==> src/rtl/pdm_ddr_capture_ctrl.sv <==
// PDM bit-clock generator and DDR-to-SDR capture sequencer for a mic array.
// Splits each DDR line into a ch0/ch1 word pair per PDM period and hands it downstream.
module pdm_ddr_capture_ctrl #(
  parameter int N_LINES        = 8,
  parameter int CLK_DIV        = 2,
  parameter int SETTLE_PERIODS = 1024
) (
  input  logic               clk,
  input  logic               rst,
  input  logic               enable,
  input  logic [N_LINES-1:0] ddr_data,
  output logic               pdm_clk,
  output logic [N_LINES-1:0] sdr_data_0,
  output logic [N_LINES-1:0] sdr_data_1,
  output logic               sdr_valid,
  input  logic               sdr_ready,
  input  logic               ovf_clr,
  output logic               overflow,
  output logic               busy
);

  typedef enum logic [1:0] {IDLE, SETTLE, RUN, STOP} state_t;

  localparam int CW = $clog2(2 * CLK_DIV);
  localparam int SW = $clog2(SETTLE_PERIODS + 1);
  localparam logic [CW-1:0] CNT_HI_LAST = CW'(CLK_DIV - 1);
  localparam logic [CW-1:0] CNT_LAST    = CW'(2 * CLK_DIV - 1);
  localparam logic [CW-1:0] CNT_HALF    = CW'(CLK_DIV);
  localparam logic [SW-1:0] SETTLE_LAST = SW'(SETTLE_PERIODS - 1);
  localparam logic [SW-1:0] SETTLE_MAX  = SW'(SETTLE_PERIODS);

  state_t             state, state_nxt;
  logic [CW-1:0]      cnt, cnt_nxt;
  logic [SW-1:0]      settle_cnt;
  logic               from_run;
  logic [N_LINES-1:0] ch0_hold;
  logic               wrap;
  logic               new_pair;

  // NOTE: every signal written here gets a default first so no path leaves it unassigned,
  // which would otherwise infer a latch.
  always_comb begin
    state_nxt = state;
    wrap      = (state != IDLE) && (cnt == CNT_LAST);
    // A STOP that started in SETTLE must not emit its final period.
    new_pair  = wrap && ((state == RUN) || ((state == STOP) && from_run));
    unique case (state)
      IDLE:    if (enable) state_nxt = SETTLE;
      SETTLE: begin
        if (!enable)                              state_nxt = STOP;
        else if (wrap && settle_cnt == SETTLE_LAST) state_nxt = RUN;
      end
      RUN:     if (!enable) state_nxt = STOP;
      STOP:    if (wrap) state_nxt = IDLE;
      default: state_nxt = IDLE;
    endcase
    cnt_nxt = (state == IDLE || wrap) ? '0 : cnt + CW'(1);
  end

  assign busy = (state != IDLE);

  // NOTE: sequential state uses non-blocking assignments so every register samples
  // the pre-edge values regardless of statement order.
  always_ff @(posedge clk or negedge rst) begin
    if (!rst) begin
      state    <= IDLE;
      cnt      <= '0;
      pdm_clk  <= 1'b0;
      from_run <= 1'b0;
      ch0_hold <= '0;
    end else begin
      state   <= state_nxt;
      cnt     <= cnt_nxt;
      // Registered from next-state so the rising edge lines up with cnt==0.
      pdm_clk <= (state_nxt != IDLE) && (cnt_nxt < CNT_HALF);
      if (state != STOP) from_run <= (state == RUN);
      if (state != IDLE && cnt == CNT_HI_LAST) ch0_hold <= ddr_data;
    end
  end

  always_ff @(posedge clk or negedge rst) begin
    if (!rst) begin
      settle_cnt <= '0;
    end else if (state == IDLE && state_nxt == SETTLE) begin
      settle_cnt <= '0;
    end else if (state == SETTLE && wrap && settle_cnt != SETTLE_MAX) begin
      settle_cnt <= settle_cnt + SW'(1);
    end
  end

  always_ff @(posedge clk or negedge rst) begin
    if (!rst) begin
      sdr_data_0 <= '0;
      sdr_data_1 <= '0;
      sdr_valid  <= 1'b0;
      overflow   <= 1'b0;
    end else begin
      if (new_pair) begin
        sdr_data_0 <= ch0_hold;
        sdr_data_1 <= ddr_data;
        sdr_valid  <= 1'b1;
      end else if (sdr_valid && sdr_ready) begin
        sdr_valid  <= 1'b0;
      end
      // A fresh overflow beats a simultaneous clear.
      if (new_pair && sdr_valid && !sdr_ready) overflow <= 1'b1;
      else if (ovf_clr)                        overflow <= 1'b0;
    end
  end

endmodule

==> config.mk <==
export PLATFORM = sky130hd
export DESIGN_NAME = pdm_ddr_capture_ctrl
export DESIGN_NICKNAME = d
export VERILOG_FILES = /design/src/rtl/pdm_ddr_capture_ctrl.sv
export SDC_FILE = /design/constraint.sdc
export NUM_CORES = 1
export LEC_CHECK = 0
export ABC_AREA = 1
export BUFFER_PORTS_ARGS = -buffer_cell sky130_fd_sc_hd__buf_4
export CAP_MARGIN = 20
export CORE_UTILIZATION = 40
export DETAILED_ROUTE_END_ITERATION = 7
export PLACE_DENSITY_LB_ADDON = 0.08
export SETUP_SLACK_MARGIN = 0.1
export SKIP_CTS_REPAIR_TIMING = 1
export SLEW_MARGIN = 25
export SYNTH_ARGS = -nofsm -noshare
export SYNTH_HDL_FRONTEND = slang
export SYNTH_SLANG_ARGS = --single-unit
export TNS_END_PERCENT = 5
==> constraint.sdc <==
create_clock -name clk -period 2.1 [get_ports clk]
set_input_delay 0 -clock clk [delete_from_list [all_inputs] [get_ports clk]]
set_output_delay 0 -clock clk [all_outputs]
set_load 0.005 [all_outputs]
==> Word level (Yosys, flattened, before mapping) <==
Cells that the tools add are included.
{ "word_totals": {"regBits": 43, "latch_bits": 0, "ram_bits": 0, "mem_bits_ro": 0, "input_bits": 13, "out_inout_bits": 20, "n_memories": 0} }
{ "classes": {"addsub": 2, "mul": 0, "div": 0, "order_cmp": 1, "eq_ne": 9, "shift": 0, "mux": 13, "n_bitwise": 0, "n_reduce_logical": 21} }
{ "ops": {"columns": ["op", "count"], "rows": [
  ["2-to-1 mux 11 bit", 2],
  ["logical AND 1 bit", 12],
  ["2-to-1 mux 2 bit", 6],
  ["adder 11 x 1 -> 11 bit, second input constant", 1],
  ["equality test 11 x 10 -> 1 bit, second input constant", 1],
  ["inequality test 11 bit, second input constant", 1],
  ["nonzero test 2 bit", 5],
  ["one-hot mux 2 bit (4 select lines)", 1],
  ["equality test 2 x 1 -> 1 bit, second input constant", 3],
  ["equality test 2 bit, second input constant", 3],
  ["2-to-1 mux 1 bit", 4],
  ["adder 2 x 1 -> 2 bit, second input constant", 1],
  ["zero test 2 bit", 1],
  ["logical OR 1 bit", 2],
  ["less-than comparator 2 bit, second input constant", 1],
  ["inequality test 2 bit, second input constant", 1],
  ["zero test 1 bit", 1]
]} }

==> Depth between registers and ports, before layout <==
{ "depth": {"word_depth": 9, "mapped_depth": 9, "ltp_nobuf": 9} }

==> Worst setup path after synthesis <==
No wires, ideal clock.
{ "synth_path": {"path_type": "register to register", "startpoint": "register cnt[0]", "endpoint": "register settle_cnt[10]", "setup_time_ns": 0.118, "t_arrival_ns": 1.231, "path_slack_ns": 0.751, "path_stages_with_launch": 9, "path_buffers": 0, "cell_sequence": "dfrtp_1 -> ha_1 -> inv_1 -> nor3_1 -> o21ai_2 -> nand2_4 -> inv_4 -> nand2_1 -> o21ai_2"} }
{ "synth_via": {"elab_chain_len": 9, "elab_cells_between_ends": 13, "classes_between": "eq/ne (2); mux (5); reduce/logical (6)"} }
{ "synth_rtl": {"columns": ["element", "line_no", "rtl"], "rows": [
  ["start: declaration", "33", "logic [CW-1:0] cnt, cnt_nxt;"],
  ["start signal: assignment", "73", "cnt <= cnt_nxt;"],
  ["equality test 2 bit (*)", "44", "wrap = (state != IDLE) && (cnt == CNT_LAST);"],
  ["logical AND 1 bit (*)", "44", null],
  ["logical AND 1 bit", "51", "else if (wrap && settle_cnt == SETTLE_LAST) state_nxt = RUN;"],
  ["2-to-1 mux 2 bit", "51", null],
  ["2-to-1 mux 2 bit", "50", "if (!enable) state_nxt = STOP;"],
  ["one-hot mux 2 bit (4 select lines)", "47", "unique case (state)"],
  ["equality test 2 x 1 -> 1 bit", "84", "end else if (state == IDLE && state_nxt == SETTLE) begin"],
  ["logical AND 1 bit", "84", null],
  ["2-to-1 mux 11 bit / nonzero test 2 bit (equally long branches)", null, null],
  ["end signal: assignment", "87", "settle_cnt <= settle_cnt + SW'(1);"],
  ["end: declaration", "34", "logic [SW-1:0] settle_cnt;"]
]} }
Mark *: on every way between the ends. The rest lies on a longest branch, timed or not.
A chain may end at the register's enable or synchronous reset.

==> Worst setup path after layout <==
{ "layout_path": {"startpoint": "register cnt[0]", "endpoint": "register settle_cnt[4]"} }
Same word-level chain as after synthesis.

==> flow_summary.ini <==
[placement]
gp_congestion = 0.841
port_buffers = 32
placed_area_um2 = 2430
place_ws_ps = 565
dp_hpwl_um = 2950
dpl.cell_count = 336

[sta]
slew_headroom = 0.631
timing.clock.skew_ps = 9.80
grt_setup_unrepaired = false
finalCriticalPeriod_ps = 1570
timing.final.setup_violations = 0
finalSetupTns_ps = 0
final_max_slew_viol_count = 0
worst_slack_ps = 535
hold_ws_ps = -18.6
worst-slew-pin-transition_ps = 554
timing_hold_violations_final = 1
max_freq_mhz = 639
final_min_period_over_clock_period = 0.745

[run_status]
status = finished, violations left
violations = negative hold slack

[clock_network]
clk_latency_ps = 300
numCtsBuffers = 5
worst_setup_hold_path_clk_slew_ps = 90
cts-root-to-sink-buffers = 2
numClockSinks = 43
tritoncts_clock_tree = built
root_buffer = clkbuf_8
ctsHtreeMaxLevel = 2

[cells_and_area]
syn_to_final_growth_pct = 21.1
instances_no_fill = 354
share_of_final_layout_standard_cells_stronger_than_drive_strength_1 = 0.254
layout.cells.most_common_list = nand2_1 (61), dfrtp_1 (43), buf_4 (32)
layout.cells.most_common = nand2_1
antenna_cells = 0
num-fill-cells = 529
post-route-cell-area_um2 = 2610
design.final.nets = 300

[detailed_routing]
vias = 1619
route.detailed.vias_per_inst = 4.57
wire_per_inst_um = 11.7
wirelength_um = 4140
detail_route.first_pass.iterations = 4
drt_first_iter_violations = 70
drc = 0
final_antenna_net_count = 0

[global_routing]
grt_pass1_vias = 1400
wire_length_of_the_first_global_routing_pass_um = 6640
gr-usage-all-layers = 0.159
grt_antenna_before_repair = 0
grt_start_max_net_pins = 44
global_route.overflow_total = 0

[synth]
yosysUniqueCellTypes = 27
synth-seq-cells = 43
synth.avg_cell_area_um2 = 9.07
netlist.area_leader.share = 0.499
async_flop_share = 1.00
ys_seq_area_frac = 0.499
synth_enable_flop_cells = 0
syn_nets = 255
post_synth_instance_area_um2 = 2160
ys_dominant_reg_cell = dfrtp_1
ys_top_cells_by_area = dfrtp_1 (50%), nand2_1 (11%), inv_1 (4.7%), nand2_4 (4.7%), nand3_1 (2.8%)
yosysWarnings = 0
postSynthCellCount = 238
yosysTopAreaCell = dfrtp_1

[die]
total_die_area_um2 = 5690
core_region_area_um2 = 5140
dieHeight_um = 75.5
core.rowCount = 26
overall_die_width_um = 75.5
top_level_ports = 33
effective_utilization_at_floorplan = 0.420

[critical_path]
critPathMostFrequentCell = o21ai_2
worstReg2RegEnd = settle_cnt[4]
max_stage_delay_ps = 380
path_max_fanout = 10
critPathCapture = settle_cnt[4]
worstSetupStartpoint = cnt[0]
timing.setup.critical_path_class = flip-flop to flip-flop
critical_path.reg2reg.startpoint = cnt[0]
r2r_setup_slack_ps = 530
worst_setup_path_end_kind = flip-flop
crit_chain = ha_1, inv_1, nor3_1, o21ai_2, nand2_4, inv_4, nand2_1, o21ai_2
worst_path_max_delay_cell = dfrtp_1
reg2regPathDepth = 8
required_ps = 2280
startpoint_type = flip-flop
critPathArrivalTime_ps = 1750

[power_and_ir_drop]
maximum_vdd_drop_v = 0.000480
p_leak_nw = 1.31
finalPower_mw = 3.15
power.density_nw_per_um2 = 1210

[run]
drv_cap = 0

[worst_hold_path]
worstHoldPathType = input pin to flip-flop
## routing by layer
layer	wire (um)	GRT usage	up-vias	share of wire
met3	155	0.0397	8	0.037
met2	1820	0.239	29	0.44
met4	66	0.0556	0	0.016
li1	-	-	840	-
met5	0	0	-	0
met1	2110	0.224	742	0.51
## power by group
part	total [mW]	internal (mW)	switching [mW]
sequential	1.42	1.16	0.259
combinational	1.21	0.549	0.664
clock	0.520	0.233	0.287
## Yosys cell counts, types with 4 or more instances
cell type / n
o21ai_1: 12
nand3_1: 12
nor3_1: 6
xor2_1: 5
nor2_1: 11
inv_1: 27
o21ai_2: 4
ha_1: 4
dfrtp_1: 43
nand2_1: 61
nand4_1: 5
nand2_2: 9
nand2_4: 9
o21ai_0: 11
## worst min path at each step
stage	startpoint	endpoint	slack (ps)	cells past startpoint
floorplan	rst	ch0_hold[0]	-300	0
global placement	rst	pdm_clk	30	1
global route	sdr_ready	sdr_valid	10	4
detailed placement	rst	pdm_clk	30	1
CTS	rst	settle_cnt[8]	-290	1
finish	sdr_ready	sdr_valid	-20	4
## registers in the layout (all words and copies together) (netlist names), 2 cells and up
| name | count |
|---|---|
| ch0_hold | 8 |
| cnt | 2 |
| sdr_data_0 | 8 |
| settle_cnt | 11 |
| sdr_data_1 | 8 |
| state | 2 |
## worst max-delay path: cells and delay by family, from the launching register on
| kind | cells | cell delay [ps] |
|---|---|---|
| flops | 1 | 380 |
| fa+ha+maj | 1 | 220 |
| compound gates | 2 | 180 |
| simple gates | 3 | 460 |
| buf+inv | 2 | 210 |
## metrics by stage
step	hold slack, ps	util
floorplan	-296	-
global placement	31.0	0.472
detailed placement	31.1	0.472
CTS	-295	0.489
global route	12.3	0.509
finish	-18.6	0.509
## cell type report
| class | instances | area [um2] | area share |
|---|---|---|---|
| Clock buffer | 6 | 72.6 | 0.0278 |
| Clock inverter | 2 | 12.5 | 0.00479 |
| Inverter | 32 | 133 | 0.0507 |
| Multi-Input combinational cell | 159 | 892 | 0.341 |
| Sequential cell | 43 | 1080 | 0.412 |
| Tap cell | 70 | 87.6 | 0.0335 |
| Timing Repair Buffer | 42 | 340 | 0.130 |
## cell families (layout without fill, tap and decap cells)
kind of cell | Yosys count | after routing | share of synthesized area
AO/OA/AOI/OAI | 31 | 31 | 0.0835
XOR/XNOR | 5 | 5 | 0.0203
adder cells (fa/ha/maj) | 4 | 4 | 0.0232
buffers and inverters | 36 | 82 | 0.0881
flip-flops | 43 | 43 | 0.499
AND/OR/NAND/NOR | 119 | 119 | 0.286
Power figures use the tool's default switching activity.
